File: src/rtl/pipe_ctrl_if.sv
// Control-unit bus: decode inputs and hazard/flag inputs towards the unit, control outputs back.
// The unit binds to the slave modport; the datapath/hazard side uses master.
interface pipe_ctrl_if #(
    parameter int ALU_CTRL_W = 4
);
    logic [6:0]            op;
    logic [2:0]            funct3;
    logic [6:0]            funct7;
    logic                  stallE;
    logic                  flushE;
    logic                  zeroE;
    logic                  ltE;
    logic                  ltuE;
    logic [2:0]            imm_srcD;
    logic                  illegal_instrD;
    logic [ALU_CTRL_W-1:0] alu_controlE;
    logic                  alu_srcE;
    logic                  alu_src_aE;
    logic                  pc_srcE;
    logic                  pc_target_srcE;
    logic                  result_srcE0;
    logic                  reg_writeM;
    logic                  mem_writeM;
    logic                  reg_writeW;
    logic [1:0]            result_srcW;

    modport master (
        output op, funct3, funct7, stallE, flushE, zeroE, ltE, ltuE,
        input  imm_srcD, illegal_instrD, alu_controlE, alu_srcE, alu_src_aE,
        input  pc_srcE, pc_target_srcE, result_srcE0, reg_writeM, mem_writeM,
        input  reg_writeW, result_srcW
    );

    modport slave (
        input  op, funct3, funct7, stallE, flushE, zeroE, ltE, ltuE,
        output imm_srcD, illegal_instrD, alu_controlE, alu_srcE, alu_src_aE,
        output pc_srcE, pc_target_srcE, result_srcE0, reg_writeM, mem_writeM,
        output reg_writeW, result_srcW
    );
endinterface

File: src/rtl/pipe_ctrl_unit.sv
// RV32I 5-stage pipeline control: decode in D, control word carried through E, M and W.
// Define PIPE_CTRL_FULL_BRANCH_EN to accept all six conditional branches (default: beq only).
module pipe_ctrl_unit #(
    parameter int ALU_CTRL_W = 4
) (
    input logic        clk,
    input logic        rst_n,
    pipe_ctrl_if.slave bus
);
    localparam logic [6:0] OP_LOAD   = 7'b0000011;
    localparam logic [6:0] OP_STORE  = 7'b0100011;
    localparam logic [6:0] OP_REG    = 7'b0110011;
    localparam logic [6:0] OP_IMM    = 7'b0010011;
    localparam logic [6:0] OP_BRANCH = 7'b1100011;
    localparam logic [6:0] OP_JAL    = 7'b1101111;
    localparam logic [6:0] OP_JALR   = 7'b1100111;
    localparam logic [6:0] OP_LUI    = 7'b0110111;
    localparam logic [6:0] OP_AUIPC  = 7'b0010111;

    localparam logic [3:0] ALU_ADD   = 4'b0000;
    localparam logic [3:0] ALU_SUB   = 4'b0001;
    localparam logic [3:0] ALU_AND   = 4'b0010;
    localparam logic [3:0] ALU_OR    = 4'b0011;
    localparam logic [3:0] ALU_XOR   = 4'b0100;
    localparam logic [3:0] ALU_SLT   = 4'b0101;
    localparam logic [3:0] ALU_SLTU  = 4'b0110;
    localparam logic [3:0] ALU_SLL   = 4'b0111;
    localparam logic [3:0] ALU_SRL   = 4'b1000;
    localparam logic [3:0] ALU_SRA   = 4'b1001;
    localparam logic [3:0] ALU_PASSB = 4'b1010;
    localparam logic [3:0] ALU_BAD   = 4'b1111;

    localparam logic [2:0] IMM_I = 3'b000;
    localparam logic [2:0] IMM_S = 3'b001;
    localparam logic [2:0] IMM_B = 3'b010;
    localparam logic [2:0] IMM_J = 3'b011;
    localparam logic [2:0] IMM_U = 3'b100;

    localparam logic [1:0] RES_ALU = 2'b00;
    localparam logic [1:0] RES_MEM = 2'b01;
    localparam logic [1:0] RES_PC4 = 2'b10;

    typedef struct packed {
        logic       rw;
        logic [1:0] res;
        logic       mw;
        logic       jump;
        logic       branch;
        logic       jalr;
        logic [2:0] funct3;
        logic [3:0] alu;
        logic       src_a;
        logic       src_b;
    } ctrl_e_t;

    typedef struct packed {
        logic       rw;
        logic [1:0] res;
        logic       mw;
    } ctrl_m_t;

    typedef struct packed {
        logic       rw;
        logic [1:0] res;
    } ctrl_w_t;

    ctrl_e_t    dec;
    ctrl_e_t    e_q;
    ctrl_m_t    m_q;
    ctrl_w_t    w_q;
    logic [2:0] imm_src;
    logic       illegal;
    logic [3:0] r_alu;
    logic [3:0] i_alu;
    logic       r_legal;
    logic       br_legal;
    logic       taken;

    // funct7[5] selects sub/sra for R-type; for I-type only the shift-right case reaches it.
    always_comb begin
        r_alu = ALU_BAD;
        case (bus.funct3)
            3'b000:  r_alu = bus.funct7[5] ? ALU_SUB : ALU_ADD;
            3'b001:  r_alu = ALU_SLL;
            3'b010:  r_alu = ALU_SLT;
            3'b011:  r_alu = ALU_SLTU;
            3'b100:  r_alu = ALU_XOR;
            3'b101:  r_alu = bus.funct7[5] ? ALU_SRA : ALU_SRL;
            3'b110:  r_alu = ALU_OR;
            default: r_alu = ALU_AND;
        endcase
    end

    assign i_alu   = (bus.funct3 == 3'b000) ? ALU_ADD : r_alu;
    assign r_legal = (bus.funct7 == 7'b0000000) ||
                     ((bus.funct7 == 7'b0100000) &&
                      ((bus.funct3 == 3'b000) || (bus.funct3 == 3'b101)));

`ifdef PIPE_CTRL_FULL_BRANCH_EN
    assign br_legal = (bus.funct3[2:1] != 2'b01);

    always_comb begin
        taken = 1'b0;
        case (e_q.funct3)
            3'b000:  taken = bus.zeroE;
            3'b001:  taken = ~bus.zeroE;
            3'b100:  taken = bus.ltE;
            3'b101:  taken = ~bus.ltE;
            3'b110:  taken = bus.ltuE;
            3'b111:  taken = ~bus.ltuE;
            default: taken = 1'b0;
        endcase
    end
`else
    assign br_legal = (bus.funct3 == 3'b000);
    assign taken    = bus.zeroE;

    logic unused_branch_inputs;
    assign unused_branch_inputs = ^{bus.ltE, bus.ltuE, e_q.funct3};
`endif

    always_comb begin
        dec        = '0;
        dec.funct3 = bus.funct3;
        imm_src    = IMM_I;
        illegal    = 1'b0;
        case (bus.op)
            OP_LOAD: begin
                if (bus.funct3 == 3'b010) begin
                    dec.rw    = 1'b1;
                    dec.res   = RES_MEM;
                    dec.src_b = 1'b1;
                    dec.alu   = ALU_ADD;
                end else begin
                    illegal = 1'b1;
                end
            end
            OP_STORE: begin
                if (bus.funct3 == 3'b010) begin
                    dec.mw    = 1'b1;
                    dec.src_b = 1'b1;
                    dec.alu   = ALU_ADD;
                    imm_src   = IMM_S;
                end else begin
                    illegal = 1'b1;
                end
            end
            OP_REG: begin
                if (r_legal) begin
                    dec.rw  = 1'b1;
                    dec.alu = r_alu;
                end else begin
                    illegal = 1'b1;
                end
            end
            OP_IMM: begin
                dec.rw    = 1'b1;
                dec.src_b = 1'b1;
                dec.alu   = i_alu;
            end
            OP_BRANCH: begin
                if (br_legal) begin
                    dec.branch = 1'b1;
                    dec.alu    = ALU_SUB;
                    imm_src    = IMM_B;
                end else begin
                    illegal = 1'b1;
                end
            end
            OP_JAL: begin
                dec.rw   = 1'b1;
                dec.jump = 1'b1;
                dec.res  = RES_PC4;
                imm_src  = IMM_J;
            end
            OP_JALR: begin
                if (bus.funct3 == 3'b000) begin
                    dec.rw    = 1'b1;
                    dec.jump  = 1'b1;
                    dec.jalr  = 1'b1;
                    dec.src_b = 1'b1;
                    dec.alu   = ALU_ADD;
                    dec.res   = RES_PC4;
                end else begin
                    illegal = 1'b1;
                end
            end
            OP_LUI: begin
                dec.rw    = 1'b1;
                dec.src_b = 1'b1;
                dec.alu   = ALU_PASSB;
                imm_src   = IMM_U;
            end
            OP_AUIPC: begin
                dec.rw    = 1'b1;
                dec.src_a = 1'b1;
                dec.src_b = 1'b1;
                dec.alu   = ALU_ADD;
                imm_src   = IMM_U;
            end
            default: illegal = 1'b1;
        endcase
        // An illegal word must never write state or redirect fetch.
        if (illegal) begin
            dec     = '0;
            dec.alu = ALU_BAD;
            imm_src = IMM_I;
        end
    end

    always_ff @(posedge clk) begin
        if (!rst_n) begin
            e_q <= '0;
            m_q <= '0;
            w_q <= '0;
        end else if (!bus.stallE) begin
            e_q <= bus.flushE ? '0 : dec;
            m_q <= '{rw: e_q.rw, res: e_q.res, mw: e_q.mw};
            w_q <= '{rw: m_q.rw, res: m_q.res};
        end
    end

    assign bus.imm_srcD       = imm_src;
    assign bus.illegal_instrD = illegal;
    assign bus.alu_controlE   = ALU_CTRL_W'(e_q.alu);
    assign bus.alu_srcE       = e_q.src_b;
    assign bus.alu_src_aE     = e_q.src_a;
    assign bus.pc_srcE        = e_q.jump | (e_q.branch & taken);
    assign bus.pc_target_srcE = e_q.jalr;
    assign bus.result_srcE0   = e_q.res[0];
    assign bus.reg_writeM     = m_q.rw;
    assign bus.mem_writeM     = m_q.mw;
    assign bus.reg_writeW     = w_q.rw;
    assign bus.result_srcW    = w_q.res;
endmodule

File: src/flat_wrapper.sv
// flat-port wrapper written by rule: the top's interface ports become plain ports
module pipe_ctrl_unit_flat 
#(
    parameter int ALU_CTRL_W = 4
)
  (clk, rst_n, bus_op, bus_funct3, bus_funct7, bus_stallE, bus_flushE, bus_zeroE, bus_ltE, bus_ltuE, bus_imm_srcD, bus_illegal_instrD, bus_alu_controlE, bus_alu_srcE, bus_alu_src_aE, bus_pc_srcE, bus_pc_target_srcE, bus_result_srcE0, bus_reg_writeM, bus_mem_writeM, bus_reg_writeW, bus_result_srcW);
  pipe_ctrl_if #(.ALU_CTRL_W(ALU_CTRL_W)) bus_i ();
  input logic clk;
  input logic rst_n;
  input wire logic [$bits(bus_i.op)-1:0] bus_op;
  input wire logic [$bits(bus_i.funct3)-1:0] bus_funct3;
  input wire logic [$bits(bus_i.funct7)-1:0] bus_funct7;
  input wire logic [$bits(bus_i.stallE)-1:0] bus_stallE;
  input wire logic [$bits(bus_i.flushE)-1:0] bus_flushE;
  input wire logic [$bits(bus_i.zeroE)-1:0] bus_zeroE;
  input wire logic [$bits(bus_i.ltE)-1:0] bus_ltE;
  input wire logic [$bits(bus_i.ltuE)-1:0] bus_ltuE;
  output wire logic [$bits(bus_i.imm_srcD)-1:0] bus_imm_srcD;
  output wire logic [$bits(bus_i.illegal_instrD)-1:0] bus_illegal_instrD;
  output wire logic [$bits(bus_i.alu_controlE)-1:0] bus_alu_controlE;
  output wire logic [$bits(bus_i.alu_srcE)-1:0] bus_alu_srcE;
  output wire logic [$bits(bus_i.alu_src_aE)-1:0] bus_alu_src_aE;
  output wire logic [$bits(bus_i.pc_srcE)-1:0] bus_pc_srcE;
  output wire logic [$bits(bus_i.pc_target_srcE)-1:0] bus_pc_target_srcE;
  output wire logic [$bits(bus_i.result_srcE0)-1:0] bus_result_srcE0;
  output wire logic [$bits(bus_i.reg_writeM)-1:0] bus_reg_writeM;
  output wire logic [$bits(bus_i.mem_writeM)-1:0] bus_mem_writeM;
  output wire logic [$bits(bus_i.reg_writeW)-1:0] bus_reg_writeW;
  output wire logic [$bits(bus_i.result_srcW)-1:0] bus_result_srcW;
  assign bus_i.op = bus_op;
  assign bus_i.funct3 = bus_funct3;
  assign bus_i.funct7 = bus_funct7;
  assign bus_i.stallE = bus_stallE;
  assign bus_i.flushE = bus_flushE;
  assign bus_i.zeroE = bus_zeroE;
  assign bus_i.ltE = bus_ltE;
  assign bus_i.ltuE = bus_ltuE;
  assign bus_imm_srcD = bus_i.imm_srcD;
  assign bus_illegal_instrD = bus_i.illegal_instrD;
  assign bus_alu_controlE = bus_i.alu_controlE;
  assign bus_alu_srcE = bus_i.alu_srcE;
  assign bus_alu_src_aE = bus_i.alu_src_aE;
  assign bus_pc_srcE = bus_i.pc_srcE;
  assign bus_pc_target_srcE = bus_i.pc_target_srcE;
  assign bus_result_srcE0 = bus_i.result_srcE0;
  assign bus_reg_writeM = bus_i.reg_writeM;
  assign bus_mem_writeM = bus_i.mem_writeM;
  assign bus_reg_writeW = bus_i.reg_writeW;
  assign bus_result_srcW = bus_i.result_srcW;
  pipe_ctrl_unit #(.ALU_CTRL_W(ALU_CTRL_W)) u_core (.clk(clk), .rst_n(rst_n), .bus(bus_i));
endmodule
File: config.mk
export PLATFORM = sky130hd
export DESIGN_NAME = pipe_ctrl_unit_flat
export DESIGN_NICKNAME = d
export VERILOG_FILES = /design/src/rtl/pipe_ctrl_if.sv /design/src/rtl/pipe_ctrl_unit.sv /design/src/flat_wrapper.sv
export SDC_FILE = /design/constraint.sdc
export NUM_CORES = 1
export LEC_CHECK = 0
export CAP_MARGIN = 20
export CORE_ASPECT_RATIO = 0.75
export CORE_UTILIZATION = 47
export CTS_CLUSTER_DIAMETER = 60
export CTS_CLUSTER_SIZE = 12
export DETAILED_ROUTE_END_ITERATION = 10
export PLACE_DENSITY = 0.85
export SKIP_LAST_GASP = 1
export SYNTH_ARGS = -nofsm -noshare
export SYNTH_HDL_FRONTEND = slang
export SYNTH_SLANG_ARGS = --single-unit
File: constraint.sdc
create_clock -name clk -period 2.5 [get_ports clk]
set_input_delay 0.5 -clock clk [delete_from_list [all_inputs] [get_ports clk]]
set_output_delay 0.5 -clock clk [all_outputs]
set_load 0.03 [all_outputs]
==> out/results.txt, run 1 <==
Setup repair after global routing could not meet its margin everywhere. The number of placement rows is 15. OpenSTA, run right after detailed placement, puts the worst setup slack at 0.0287 ns. Timing would allow up to 416 MHz. STA classifies the critical path startpoint as a primary input. The tools report the startpoint of the most critical setup path as bus_funct3[2]. The first global-routing pass estimated 4.56 mm of wire.

Entering global routing, the biggest net connects 14 pins. 0 antenna diodes ended up in the layout. VDD sags by at most 158 uV.

For the total clock buffers created by CTS, the log shows 3. For this run, the leading register cell type out of synthesis is sky130_fd_sc_hd__dfxtp_1. Cell-internal power: 482 uW.

The fraction of power spent switching nets was 0.249. STA classifies the critical path endpoint as a primary output. During synthesis, Yosys emitted a total of 0 warnings.

The die is 58.8 um wide. The die covers 2630 um2. The post-layout worst setup margin was 0.0970 ns. The clock-pin slew of the registers on the worst-case setup and hold paths was 0.11 ns; the pin slew with the least headroom to its limit was 0.594 ns. For the final database, setup skew stands at 0.00245 ns. The relative area change from synthesis to final layout is 44.2%, and the sequential area share after synthesis is 0.352. Number of port buffers: 39. The net count after synthesis is 161. Vertical die dimension: 44.6 um. After clock tree synthesis, the flow added hold-fix buffers numbering 0. The run gives 2.00 ns as the data required time of the worst path.

The number of placed instances, taps included, is 213. The run finished with clean final reports. For the number of global-route vias before repair, the log shows 1063.

The critical path is of the primary input to primary output type. The number of routed nets with antenna violations came out at 0. Along the worst path, the maximum fanout reaches 6. In this run the power spent charging and discharging nets is 160 uW. The cell area reported after detailed placement came out at 1590 um2. For flop-to-flop paths, the worst setup slack is 1.57 ns. Maximum level of the CTS H-tree: 1. Reg-to-reg endpoint: u_core.bus.alu_controlE[1]. The HPWL reported at the end of detailed placement is 2.26 mm. After routing the design area is 1640 um2.

The count of instances resized after the clock tree is built is 0. Sorting the synthesized cells by area gives the leading types as sky130_fd_sc_hd__dfxtp_1 (35%), sky130_fd_sc_hd__nand2_1 (6.6%), sky130_fd_sc_hd__mux2i_1 (6.2%). Filler cell count: 201. The tools report the worst relative slew slack as 0.598.

Dividing total power by cell area gives a power density of 391 nW/um2. The detailed-router iteration count before antenna repair was 4; the number of clock sinks was 20. Setup violations remaining at the end of the flow were counted as 0. The portion of total power attributed to sequential cells was 0.506; the count of unresolved DRC violations after routing was 0. The tool flagged a number of max-cap violations equal to 0. The synthesized design spends more area on one cell type than any other, namely sky130_fd_sc_hd__dfxtp_1. In this run the critical register-to-register path is launched from u_core.bus.alu_controlE[1]. TritonCTS built the clock tree.

For the worst endpoint data arrival time, the log shows 1.90 ns. The logs give 0.288 for the power share of the clock group and 0.497 for the starting density of the core. Adding up every negative setup slack in the final design gives 0 ns. The end point of the critical path was bus_illegal_instrD. The average detailed-routed wire length per instance came out at 12.8 um.

The tightest min-delay check is of the flop to flop type. The mean post-synth cell area is 8.31 um2, and the overall overflow remaining after global route is 0. The tools report the part of the power in combinational logic as 0.206. For the finished layout, the period the worst path requires is 2.40 ns. The run gives 0 as the initial antenna violation count. Summed over all layers, the routed wires come to 2.78 mm. The tools report the library cell used as clock root buffer as sky130_fd_sc_hd__clkbuf_4. Synthesis produced a netlist whose cell count is 137. The commonest cells after synthesis are sky130_fd_sc_hd__dfxtp_1 (20), sky130_fd_sc_hd__nand2_1 (20), sky130_fd_sc_hd__o21ai_0 (12). The final clock period utilization by the worst path is 0.961. In the final layout, flip-flops and latches occupy 400 um2. The area fraction of the dominant cell type after synthesis works out to 0.352. In the final design database the tool counted 208 nets.

The buffer levels on the longest clock path was 2; the post-synth design cell area was 1140 um2. The post-synthesis register bit count is 20. The logs give 2290 um2 for the area of the core region and 0 for the final number of max-transition violations. The overall fraction of global-route tracks in use is 0.229, and the weighted congestion at the end of routability-driven global placement is 0.853. The total setup buffers inserted after CTS is 0, and the share of cells above drive strength 1 is 0.186. The number of distinct library cells after synthesis was 42; the async set-reset flop share out of synthesis was 0.

In this run, synthesis inferred 0 flip-flops with an integrated enable. The finished layout holds 217 standard cells, fillers aside. The run gives 0 as the hold violation count in the final report.

The count of cells along the worst register-to-register path is 2. For this block, the via count after detailed routing is 1158. The tools report the final cell utilization of the core as 0.717. The run gives 42 as the I/O pin count.

At the later pin of the worst-skew pair, clock insertion delay measures 0.30 ns. The first routing iteration left 36 violations. In this run the static leakage power is 0.000669 uW. Using the TritonRoute via totals, the vias-per-cell ratio works out to 5.34.

The tools report the footprint of the multi-input gates as 658 um2.
[critical path, cell delays in order]
cell and delay [ns]:
sky130_fd_sc_hd__clkdlybuf4s50_1 0.56, sky130_fd_sc_hd__nor3_2 0.27, sky130_fd_sc_hd__nor2_1 0.08, sky130_fd_sc_hd__a211oi_2 0.24, sky130_fd_sc_hd__nand2_1 0.09, sky130_fd_sc_hd__buf_4 0.17
[state kept, by name, indices dropped and copies added (netlist names)]
name / flops
u_core.bus.pc_target_srcE: 1
u_core.e_q: 5
u_core.bus.result_srcW: 2
u_core.bus.alu_srcE: 1
u_core.m_q: 2
u_core.bus.reg_writeW: 1
u_core.bus.alu_src_aE: 1
u_core.bus.reg_writeM: 1
u_core.bus.alu_controlE: 4
u_core.bus.result_srcE0: 1
u_core.bus.mem_writeM: 1
[placed cells by master, fill, tap and decap left out, drive strengths merged, types with 3 or more instances in the layout]
cell	instances
clkdlybuf4s50	35
nand2	20
dfxtp	20
buf	18
o21ai	13
nor2b	10
mux2i	7
nor2	5
inv	5
nand4	5
a21oi	4
clkbuf	4
and2	3
nand3	3
nor3	3
[power groups by stage]
stage | clock network (uW) | logic (uW) | registers (uW)
2_1_floorplan | 0 | 70.8 | 331
3_3_place_gp | 0 | 125 | 332
3_5_place_dp | 0 | 130 | 332
4_1_cts | 186 | 130 | 325
5_1_grt | 203 | 142 | 325
6_report | 185 | 132 | 325
[final cells by class]
cell class | count | area share
well taps | 34 | 0.0259
inverters | 5 | 0.0114
clock buffers | 4 | 0.0221
flip-flops and latches | 20 | 0.244
multi-input cells | 101 | 0.401
repair buffers | 53 | 0.296
[per-layer routing]
layer  vias up  global-route usage  share of wire
met3         5              0.0263          0.042
met1       535               0.261           0.44
met5         -                   0              0
li1        580                   -              -
met2        38               0.448           0.50
met4         0              0.0714          0.014
[cells by family (layout without fill, tap and decap cells)]
logic type,Yosys count,in the layout,synth area share
flip-flops,20,20,0.352
AND/OR/NAND/NOR,60,60,0.296
AO/OA/AOI/OAI,33,33,0.202
buffers and inverters,16,62,0.0813
XOR/XNOR,1,1,0.00769
multiplexers,7,7,0.0615
[how the worst min path moves through the flow]
stage / slack (ns) / to / from / cells after the start
after global placement: 0.44 / u_core.e_q[10] / u_core.e_q[10] / 2
final: 0.47 / u_core.bus.alu_src_aE / u_core.bus.alu_src_aE / 2
after detailed placement: 0.45 / u_core.bus.alu_src_aE / u_core.bus.alu_src_aE / 2
after CTS: 0.47 / u_core.bus.alu_src_aE / u_core.bus.alu_src_aE / 2
after global routing: 0.51 / u_core.bus.result_srcE0 / u_core.bus.result_srcE0 / 2
after floorplan: 0.42 / u_core.e_q[12] / u_core.e_q[12] / 2
[stage by stage]
stage / hold WS [ns] / total power, uW
after detailed placement: 0.446 / 462
final: 0.467 / 642
after CTS: 0.468 / 641
after floorplan: 0.424 / 402
after global placement: 0.439 / 457
after global routing: 0.514 / 671
Note: power is estimated with default switching activity, not from simulation.
==> run 2: changes to the inputs <==
--- a/config.mk
+++ b/config.mk
@@ -11,6 +11,7 @@
 export CTS_CLUSTER_DIAMETER = 60
 export CTS_CLUSTER_SIZE = 12
 export DETAILED_ROUTE_END_ITERATION = 10
+export MAX_ROUTING_LAYER = met4
 export PLACE_DENSITY = 0.85
 export SKIP_LAST_GASP = 1
 export SYNTH_ARGS = -nofsm -noshare
==> out/results.txt, run 2 (same netlist as run 1, synthesis figures left out) <==
The weighted congestion at the end of routability-driven global placement came out at 0.867 (was 0.853). The category of the critical setup timing path was primary input to primary output (unchanged). The final total negative setup slack is 0 ns (unchanged). The flip-flop count of the largest register after layout came out at 5 (unchanged). The number of vias after detailed routing was 1151 (was 1158); the initial antenna violation count was 0 (unchanged). Pin slew with the least headroom to its limit: 0.590 ns (was 0.594 ns). The tools report the number of placement rows as 15 (unchanged). The share of cells above drive strength 1 came out at 0.186 (unchanged). The data required time of the worst path is 2.00 ns (about the same). Wire length after detailed routing: 2.79 mm (was 2.78 mm). The register containing the most flip-flops in the final layout was u_core.e_q (unchanged). The clock-pin slew of the registers on the worst-case setup and hold paths was 0.11 ns (about the same); the internal reg-to-reg setup slack was 1.57 ns (about the same). The later-pin clock latency in the skew report was 0.30 ns (about the same).

The tools report the total setup buffers inserted after CTS as 0 (unchanged). The relative area change from synthesis to final layout is 44.2% (unchanged). For the total placed cells including tap cells, the log shows 213 (unchanged). The kind of end point of the critical path was a primary output (unchanged). The minimum period implied by the final worst setup slack came out at 2.40 ns (about the same). The max-cap check violation count is 0 (unchanged). The run gives 0 (unchanged) as the total inserted antenna cells. Total clock buffers created by CTS: 3 (unchanged). The tools report the reg-to-reg endpoint as u_core.bus.alu_controlE[1] (unchanged). The logs give 0 (unchanged) for the overall overflow remaining after global route and 2290 um2 (unchanged) for the area of the core region. The cell area reported after detailed placement is 1590 um2 (unchanged), and the number of clock sinks is 20 (unchanged). The tools report the post-layout worst setup margin as 0.0963 ns (was 0.0970 ns). The run finished with clean final reports. The die outline width is 58.8 um (unchanged), and the number of global-route vias before repair is 1062 (was 1063).

The final clock period utilization by the worst path was 0.961 (about the same); the worst relative slew slack was 0.601 (was 0.598). The average detailed-routed wire length per instance came out at 12.8 um (about the same). Setup repair after global routing could not meet its margin everywhere. The tools report the I/O pin count as 42 (unchanged). The worst hold path endpoint is u_core.bus.alu_src_aE (unchanged). The logs give 0 (unchanged) for the setup violation total in the final timing report and 2 (unchanged) for the buffer levels on the longest clock path. The library cell used as clock root buffer was sky130_fd_sc_hd__clkbuf_4 (unchanged).

The summed area of non-filler cells in the final layout came out at 1640 um2 (unchanged). The detailed-router iteration count before antenna repair is 4 (unchanged), and the worst endpoint data arrival time is 1.90 ns (about the same). Count of cells along the worst register-to-register path: 2 (unchanged). Hold path startpoint: u_core.bus.alu_src_aE (unchanged). The number of design-rule violations left by the first detailed-router iteration was 37 (was 36); the net count of the finished layout was 208 (unchanged). For the number of routed nets with antenna violations, the log shows 0 (unchanged). Commonest cells after routing, fill and taps aside: sky130_fd_sc_hd__clkdlybuf4s50_1 (35), sky130_fd_sc_hd__nand2_1 (20), sky130_fd_sc_hd__dfxtp_1 (20) (unchanged).

The power density over the cells works out to 391 nW/um2 (about the same). The tools report the number of standard cells in the final layout excluding fillers as 217 (unchanged). The run gives 2630 um2 (unchanged) as the die footprint. The starting density of the core came out at 0.497 (unchanged). The tools report the count of unresolved DRC violations after routing as 0 (unchanged).

The critical path startpoint category is a primary input (unchanged). The final number of max-transition violations is 0 (unchanged), and the largest net degree at the start of global routing is 14 (unchanged). The worst flop-to-flop path startpoint is u_core.bus.alu_controlE[1] (unchanged).

The worst slack at placement is 0.0287 ns (unchanged). The overall fraction of global-route tracks in use came out at 0.236 (was 0.229). The number of port buffers came out at 39 (unchanged). TritonCTS built the clock tree. The number of cells on the worst hold path was 2 (unchanged). The highest ir drop seen on vdd is 158 uV (about the same), and the top fanout value on the critical path is 6 (unchanged). Via density per instance: 5.30 (was 5.34). The total chip power was 641 uW (was 642 uW); the hold violation count in the final report was 0 (unchanged).

The run gives 2.26 mm (unchanged) as the HPWL reported at the end of detailed placement. Most common cell after layout, fill and taps aside: sky130_fd_sc_hd__clkdlybuf4s50_1 (unchanged). The clock skew after layout was 0.00416 ns (was 0.00245 ns); the leakage power summed over all cells was 0.000669 uW (unchanged).

The path class of the lowest-slack min-delay path was flop to flop (unchanged). The maximum level of the CTS H-tree is 1 (unchanged), and the vertical die dimension is 44.6 um (unchanged). For the first-pass GRT wire length, the log shows 4.56 mm (unchanged). The fmax came out at 416 MHz (about the same).
[run 2: how the worst max path moves through the flow]
stage / startpoint / to / slack, ns / cells after the start
after global placement: bus_funct3[2] / bus_imm_srcD[1] / 0.10 / 5
after floorplan: bus_op[2] / bus_illegal_instrD / 0.57 / 4
final: bus_funct3[2] / bus_illegal_instrD / 0.1 / 6
after CTS: bus_funct3[2] / bus_imm_srcD[1] / 0.02 / 5
after detailed placement: bus_funct3[2] / bus_imm_srcD[1] / 0.03 / 5
after global routing: bus_funct3[2] / bus_illegal_instrD / -0.03 / 6
[run 2: worst max-delay path, cell delays in order]
cell and delay, ns:
sky130_fd_sc_hd__clkdlybuf4s50_1 0.56, sky130_fd_sc_hd__nor3_2 0.27, sky130_fd_sc_hd__nor2_1 0.08, sky130_fd_sc_hd__a211oi_2 0.24, sky130_fd_sc_hd__nand2_1 0.09, sky130_fd_sc_hd__buf_4 0.17
[run 2: per-stage QoR]
step | utilization | hold slack [ns]
floorplan | - | 0.424
global placement | 0.696 | 0.439
detailed placement | 0.696 | 0.446
CTS | 0.711 | 0.468
global route | 0.717 | 0.514
finish | 0.717 | 0.467
[run 2: timing repair]
item | 4_1_cts | 5_1_grt
hold buffers | 0 | 0
endpoints found under the setup margin | 0 | 2
gates resized for setup | 0 | 2
[run 2: area by class of cell]
type	instances	area [um2]
inverters	5	18.8
repair buffers	53	485
clock buffers	4	36.3
flip-flops and latches	20	400
multi-input cells	101	658
fillers	201	648
well taps	34	42.5
[run 2: routing by layer]
| layer | share of wire | track usage | vias up | wire length (um) |
|---|---|---|---|---|
| met3 | 0.048 | 0.0263 | 2 | 133 |
| met5 | 0 | - | - | 0 |
| li1 | - | - | 580 | - |
| met1 | 0.44 | 0.261 | 527 | 1230 |
| met4 | 0.0050 | 0.0714 | 0 | 14 |
| met2 | 0.50 | 0.448 | 42 | 1400 |
[run 2: where the power goes]
| part | switching (uW) | internal (uW) |
|---|---|---|
| Clock | 95.5 | 88.9 |
| Combinational | 62.0 | 70.2 |
| Sequential | 2.30 | 322 |
==> run 3: changes to the inputs <==
--- a/config.mk
+++ b/config.mk
@@ -11,6 +11,7 @@
 export CTS_CLUSTER_DIAMETER = 60
 export CTS_CLUSTER_SIZE = 12
 export DETAILED_ROUTE_END_ITERATION = 10
+export HOLD_SLACK_MARGIN = 0.1
 export MAX_ROUTING_LAYER = met4
 export PLACE_DENSITY = 0.85
 export SKIP_LAST_GASP = 1
==> results of run 3 <==
Same layout as run 2: the final DEF is identical, and so are final timing and power.
